**config.mk**
```make
export PLATFORM = sky130hd
export DESIGN_NAME = fifo_sync
export DESIGN_NICKNAME = d
export VERILOG_FILES = /design/src/rtl/fifo_sync.sv
export SDC_FILE = /design/constraint.sdc
export NUM_CORES = 1
export LEC_CHECK = 0
export CORE_AREA = 3 3 69 71
export DETAILED_ROUTE_END_ITERATION = 8
export DIE_AREA = 0 0 72 74
export SLEW_MARGIN = 40
export SYNTH_ARGS = -nofsm -noshare
export SYNTH_HDL_FRONTEND = slang
export SYNTH_SLANG_ARGS = --single-unit
```
**constraint.sdc**
```tcl
create_clock -name clk -period 2.01 [get_ports clk]
set_input_delay 0.603 -clock clk [delete_from_list [all_inputs] [get_ports clk]]
set_output_delay 0.603 -clock clk [all_outputs]
set_load 0.01 [all_outputs]
```
**src/rtl/fifo_sync.sv**
```systemverilog
// Synchronous first-word-fall-through FIFO with valid/ready handshakes on both sides.
// Storage is an unreset register array; only the pointers and the occupancy count carry reset state.
module fifo_sync #(
    parameter int WIDTH = 8,
    parameter int DEPTH = 4
) (
    input  logic                       clk,
    input  logic                       reset,
    input  logic                       flush,
    input  logic                       wr_valid,
    output logic                       wr_ready,
    input  logic [WIDTH-1:0]           wr_data,
    output logic                       rd_valid,
    input  logic                       rd_ready,
    output logic [WIDTH-1:0]           rd_data,
    output logic [$clog2(DEPTH):0]     count
);

    localparam int AW = (DEPTH > 1) ? $clog2(DEPTH) : 1;
    localparam int CW = AW + 1;

    // Pointer arithmetic relies on natural wrap of an AW-bit counter.
    generate
        if ((DEPTH < 2) || ((DEPTH & (DEPTH - 1)) != 0)) begin : g_bad_depth
            $error("fifo_sync: DEPTH must be a power of two and at least 2");
        end
    endgenerate

    logic [WIDTH-1:0] mem_q [DEPTH];
    logic [AW-1:0]    wr_ptr_q, wr_ptr_d;
    logic [AW-1:0]    rd_ptr_q, rd_ptr_d;
    logic [CW-1:0]    count_q, count_d;
    logic             push_s;
    logic             pop_s;

    // Handshake outputs are decoded from the count register only, so there is no ready/valid loop.
    assign wr_ready = (count_q < CW'(DEPTH));
    assign rd_valid = (count_q != {CW{1'b0}});
    assign rd_data  = mem_q[rd_ptr_q];
    assign count    = count_q;

    assign push_s = wr_valid && wr_ready && !flush;
    assign pop_s  = rd_valid && rd_ready && !flush;

    // Next-state computation for pointers and occupancy.
    always_comb begin
        wr_ptr_d = wr_ptr_q;
        rd_ptr_d = rd_ptr_q;
        count_d  = count_q;
        if (flush) begin
            wr_ptr_d = {AW{1'b0}};
            rd_ptr_d = {AW{1'b0}};
            count_d  = {CW{1'b0}};
        end else begin
            if (push_s) begin
                wr_ptr_d = wr_ptr_q + AW'(1);
            end else begin
                wr_ptr_d = wr_ptr_q;
            end
            if (pop_s) begin
                rd_ptr_d = rd_ptr_q + AW'(1);
            end else begin
                rd_ptr_d = rd_ptr_q;
            end
            case ({push_s, pop_s})
                2'b10:   count_d = count_q + CW'(1);
                2'b01:   count_d = count_q - CW'(1);
                default: count_d = count_q;
            endcase
        end
    end

    // State registers; reset outranks flush and any transfer.
    always_ff @(posedge clk) begin
        if (reset) begin
            wr_ptr_q <= {AW{1'b0}};
            rd_ptr_q <= {AW{1'b0}};
            count_q  <= {CW{1'b0}};
        end else begin
            wr_ptr_q <= wr_ptr_d;
            rd_ptr_q <= rd_ptr_d;
            count_q  <= count_d;
        end
    end

    // Storage write; contents are deliberately never cleared.
    always_ff @(posedge clk) begin
        if (push_s && !reset) begin
            mem_q[wr_ptr_q] <= wr_data;
        end
    end

endmodule
```
### Word level (Yosys, flattened, before mapping)

Memories as Yosys holds them, arrays and structs flattened. A register that Yosys moved wholly into a read port is not among the register bits.
Cells that the tools add are included.

* flip-flop bits (word level): 7
* bits in latches: 0
* memory bits (writable): 32
* ROM bits: 0
* bits of input ports: 13
* output and inout port bits: 13
* memories kept: 1

Memory list
* mem_q: depth 4, width 8, rd ports 1, clocked after memory_dff 1, wr ports 1, RTL line 29 `logic [WIDTH-1:0] mem_q [DEPTH];`

* add/subtract/negate cells: 4
* multipliers: 0
* div/mod/pow operators: 0
* $lt $le $gt $ge: 1
* eq/ne operators: 2
* shifts and indexed selects: 0
* mux-type cells: 5
* bitwise gates (word level): 0
* reductions and logical operators: 10

Operators by type and width (count)
* 3-bit case mux with 2 select lines: 1
* 1-bit logical AND: 5
* 2-bit by 1-bit adder with 2-bit output (second input constant): 2
* 2-bit two-way mux: 2
* 3-bit by 1-bit adder with 3-bit output (second input constant): 1
* 3-bit < comparator (second input constant): 1
* 3-bit nonzero test: 1
* 3-bit by 1-bit subtractor with 3-bit output (second input constant): 1
* 2-bit by 1-bit == test with 1-bit output (second input constant): 1
* 2-bit == test (second input constant): 1
* 1-bit zero test: 2
* 1-bit two-way mux: 2
* 2-bit nonzero test: 1
* 2-bit OR reduction: 1

### Depth between registers and ports, before layout

* depth after elaboration: 6
* mapped depth: 9

### Worst setup path before layout

No wires, ideal clock.

* path kind: in2reg
* from: input port wr_valid
* to: register count_q[2] (netlist: count[2])
* setup time: 70 ps
* arrival: 2082 ps
* slack: -141 ps
* cell stages on the path: 9
* path buffers: 1
* path through: nor2b_1 -> buf_2 -> nand2b_1 -> ha_1 -> inv_1 -> fa_1 -> xor2_1 -> or3_1 -> a21oi_1

* word-level cells in the longest chain between the ends: 4
* elaborated cells between the ends (all ways): 6

Ends and longest elaborated chain
* from (decl): RTL line 10 `input logic wr_valid,`
* 1-bit logical AND * (2 in a row): RTL line 42 `assign push_s = wr_valid && wr_ready && !flush;`
* 2-bit by 1-bit == test with 1-bit output or 2-bit == test (tied branches): RTL line 65 `case ({push_s, pop_s})`
* 3-bit case mux with 2 select lines or 2-bit nonzero test (tied branches)
* to (signal assigned): RTL line 78 `count_q <= {CW{1'b0}};`
* to (signal assigned): RTL line 82 `count_q <= count_d;`
* to (decl): RTL line 32 `logic [CW-1:0] count_q, count_d;`

Mark *: on every way between the ends. The rest lies on a longest branch, timed or not.
A chain may end at the register's enable or synchronous reset.

==> out/results.txt <==
The run finished, with violations left. The checks that failed: setup timing. The total negative slack is -0.0266 ns, and the width of the chip is 72 um. At the pin with the least slew margin, the transition time is 0.250 ns.

The net count after synthesis is 114, and the clock slew seen by the registers of the worst setup and hold paths is 0.07 ns. For the final database, setup skew stands at 0.00494 ns. Counting along the longest clock path gives a buffer depth of 2. The average footprint of a synthesized cell came out at 17.4 um^2.

The flop and latch count out of synthesis came out at 41. The final route contains 904 vias. Pin placement for this block handled 26 I/O pins.

The leakage power figure is 0.804 nW. 0 antenna diodes ended up in the layout. The number of failing setup endpoints in the final timing report was 3; the number of enable flip-flop cells after synthesis was 32. Summing every instance area after synthesis gives 1650 um^2. The via density per instance was 4.73. Data on the critical path is required at its endpoint by 1.41 ns. Kind of critical path: reg -> out. Total power: 1.66 mW.

TritonCTS built the clock tree. The worst setup path is launched from a register. STA classifies the critical path endpoint as a primary output. Of the cells placed in the final design, the portion with a size suffix greater than 1 is 38.8%.

The net count of the finished layout is 157. The initial antenna violation count was 0. In this run the remaining antenna-violating nets after routing total 0. After detailed placement, the total cell area comes to 2090 um^2. The clock sink count came out at 41.

Clock tree synthesis selected as its root buffer the cell sky130_fd_sc_hd__clkbuf_8. The die covers 5330 um^2. In this run the worst hold path is classified as reg -> reg.

The count of warnings emitted by yosys is 0. The largest net degree at the start of global routing is 14, and the fraction of synthesis flops using an asynchronous set or reset pin is 0%. For the remaining max-slew budget at the tightest pin, the log shows 83.3%. After routing the design area is 2210 um^2.

Across the run, the number of max-cap violations was 0. The tools report the remaining design rule violation count as 0. The tools report the worst voltage drop across the vdd grid as 0.434 mV. The final count of pins violating max slew is 0. For this run, the register share of the synthesized area comes to 69.1%. Setup slack on the worst reg-to-reg path comes out at 0.09 ns. Summed over all layers, the global routing overflow is 0. In the synthesized netlist, the number of instances is 95. The shortest clock period the worst path allows after layout came out at 2.02 ns. The number of clock buffers inserted by TritonCTS is 5, and the starting density of the core is 38.5%.

The first-iteration detailed-routing DRC count was 38; the instance count after placement with tap cells included was 181. Of all nets on the critical path, the largest fanout is 8. The run gives 191 as the post-route non-filler standard cell count. The routed wirelength normalized by instance count was 14.7 um. After legalization and detailed placement, the total HPWL measured 2000 um. In this run the tool buffered the top-level ports with 25 buffer cells. The number of hold violations in the final report was 0; the via count of the first global-routing pass was 936. The global placer's final weighted congestion came out at 0.774.

The global-route wire length before repair was 4500 um. At the later pin of the worst-skew pair, clock insertion delay measures 0.29 ns. Dividing the final minimum period by the clock period gives 101%.

The area growth from synthesis to layout is 33.9%. For this run, the top clock speed supported by timing is 494 MHz. Setup repair after global routing could not meet its margin everywhere. For the unique cell type count in the Yosys netlist, the log shows 23.

The floorplan step defined a core boundary enclosing 4290 um^2. The run gives 2 as the number of search-and-repair iterations in the first detailed-routing pass. STA puts the critical path data arrival time at 1.42 ns. The run gives 2800 um as the total wire length after detailed routing.

The number of levels the H-tree was split into came out at 2. The worst path setup slack after routing was -0.0131 ns; the total power per unit cell area was 751 nW/um^2. Row count: 24. Across every metal layer, demand over resource in global routing totals 11.7%. In the synthesized netlist the dominant register cell turns out to be sky130_fd_sc_hd__edfxtp_1. From bottom edge to top edge, the die measures 74 um.
==> cell usage in the layout, fill, tap and decap left out, types with 2 or more instances in the layout <==
master | Yosys | layout
sky130_fd_sc_hd__a21oi_1 | 2 | 2
sky130_fd_sc_hd__and3_1 | 4 | 4
sky130_fd_sc_hd__buf_12 | 0 | 4
sky130_fd_sc_hd__buf_2 | 2 | 7
sky130_fd_sc_hd__buf_4 | 0 | 11
sky130_fd_sc_hd__buf_6 | 1 | 3
sky130_fd_sc_hd__clkbuf_8 | 0 | 5
sky130_fd_sc_hd__clkdlybuf4s50_1 | 0 | 13
sky130_fd_sc_hd__dfxtp_1 | 9 | 5
sky130_fd_sc_hd__dfxtp_4 | 0 | 3
sky130_fd_sc_hd__edfxtp_1 | 32 | 32
sky130_fd_sc_hd__ha_1 | 5 | 4
sky130_fd_sc_hd__inv_1 | 6 | 5
sky130_fd_sc_hd__mux4_2 | 8 | 8
sky130_fd_sc_hd__nor2_1 | 10 | 9
sky130_fd_sc_hd__xor2_1 | 4 | 4
==> timing repair <==
action | in CTS | in global routing
resized for setup | 52 | 6
pin swaps | 6 | 2
hold buffers | 0 | 0
endpoints found under the setup margin | 11 | 10
buffers inserted | 1 | 1
==> worst max-delay path: stages (launching register included) <==
cell	delay [ns]
sky130_fd_sc_hd__dfxtp_2	0.34
sky130_fd_sc_hd__buf_12	0.13
sky130_fd_sc_hd__mux4_2	0.52
sky130_fd_sc_hd__buf_6	0.14
==> cell usage after synthesis, drive strengths merged, types with 2 or more instances <==
cell	number	area [um^2]
edfxtp	32	961
nor2	10	37.5
dfxtp	9	180
mux4	8	180
inv	6	22.5
ha	5	62.6
and3	4	25.0
xor2	4	35.0
buf	3	21.3
a21oi	2	10.0
==> registers in the layout, indices dropped and copies added, names as in the netlist, named ones only <==
| signal | cells |
|---|---|
| count | 3 |
| mem_q | 32 |
| rd_ptr_q | 2 |
| wr_ptr_q | 2 |
==> stage by stage <==
step / hold WS [ns] / setup WS (ns) / util, %
2_1_floorplan: 0.485 / -0.0803 / -
3_3_place_gp: 0.503 / -0.490 / 48.7
3_5_place_dp: 0.541 / -0.554 / 48.7
4_1_cts: 0.554 / -0.0443 / 51.0
5_1_grt: 0.573 / -0.0736 / 51.5
6_report: 0.550 / -0.0131 / 51.5
==> power breakdown <==
group | internal (mW) | total (mW) | switching, mW
clock network | 0.368 | 0.635 | 0.267
registers | 0.919 | 0.925 | 0.00582
logic | 0.0583 | 0.102 | 0.0434
==> logic make-up (layout without fill, tap and decap cells) <==
logic type | count (synthesis) | count (layout) | share of synthesized area, %
xor gates and xnor gates | 5 | 5 | 2.65
DFF | 41 | 41 | 69.1
and+or+nand+nor | 19 | 19 | 5.61
adders and majority gates | 6 | 6 | 5.00
AOI/OAI and AO/OA | 5 | 5 | 3.18
muxes | 9 | 9 | 11.5
buffers and inverters | 10 | 54 | 2.95
==> metal layers <==
metal / vias to the layer above / share of wire (%) / global-route usage [%]
li1: 437 / - / -
met1: 438 / 44 / 13.9
met2: 21 / 49 / 19.0
met3: 8 / 5.0 / 4.32
met4: 0 / 2.0 / 5.64
met5: - / 0 / 0
==> path summary, 6_finish.rpt <==
check,depth (start not counted),end,startpoint
worst min register to register,2,count[1],count[1]
worst max register to register,8,count[2],count[2]
worst min-delay path,2,count[1],count[1]
worst max-delay path,3,rd_data[5],register
==> final cells by class <==
type / instances / area, um^2
Fill cell: 361 / 2080
Sequential cell: 41 / 1150
Multi-Input combinational cell: 44 / 484
Timing Repair Buffer: 40 / 379
Clock buffer: 6 / 72.6
Tap cell: 52 / 65.1
Clock inverter: 2 / 35.0
Inverter: 6 / 22.5
Note: power is estimated with default switching activity, not from simulation.
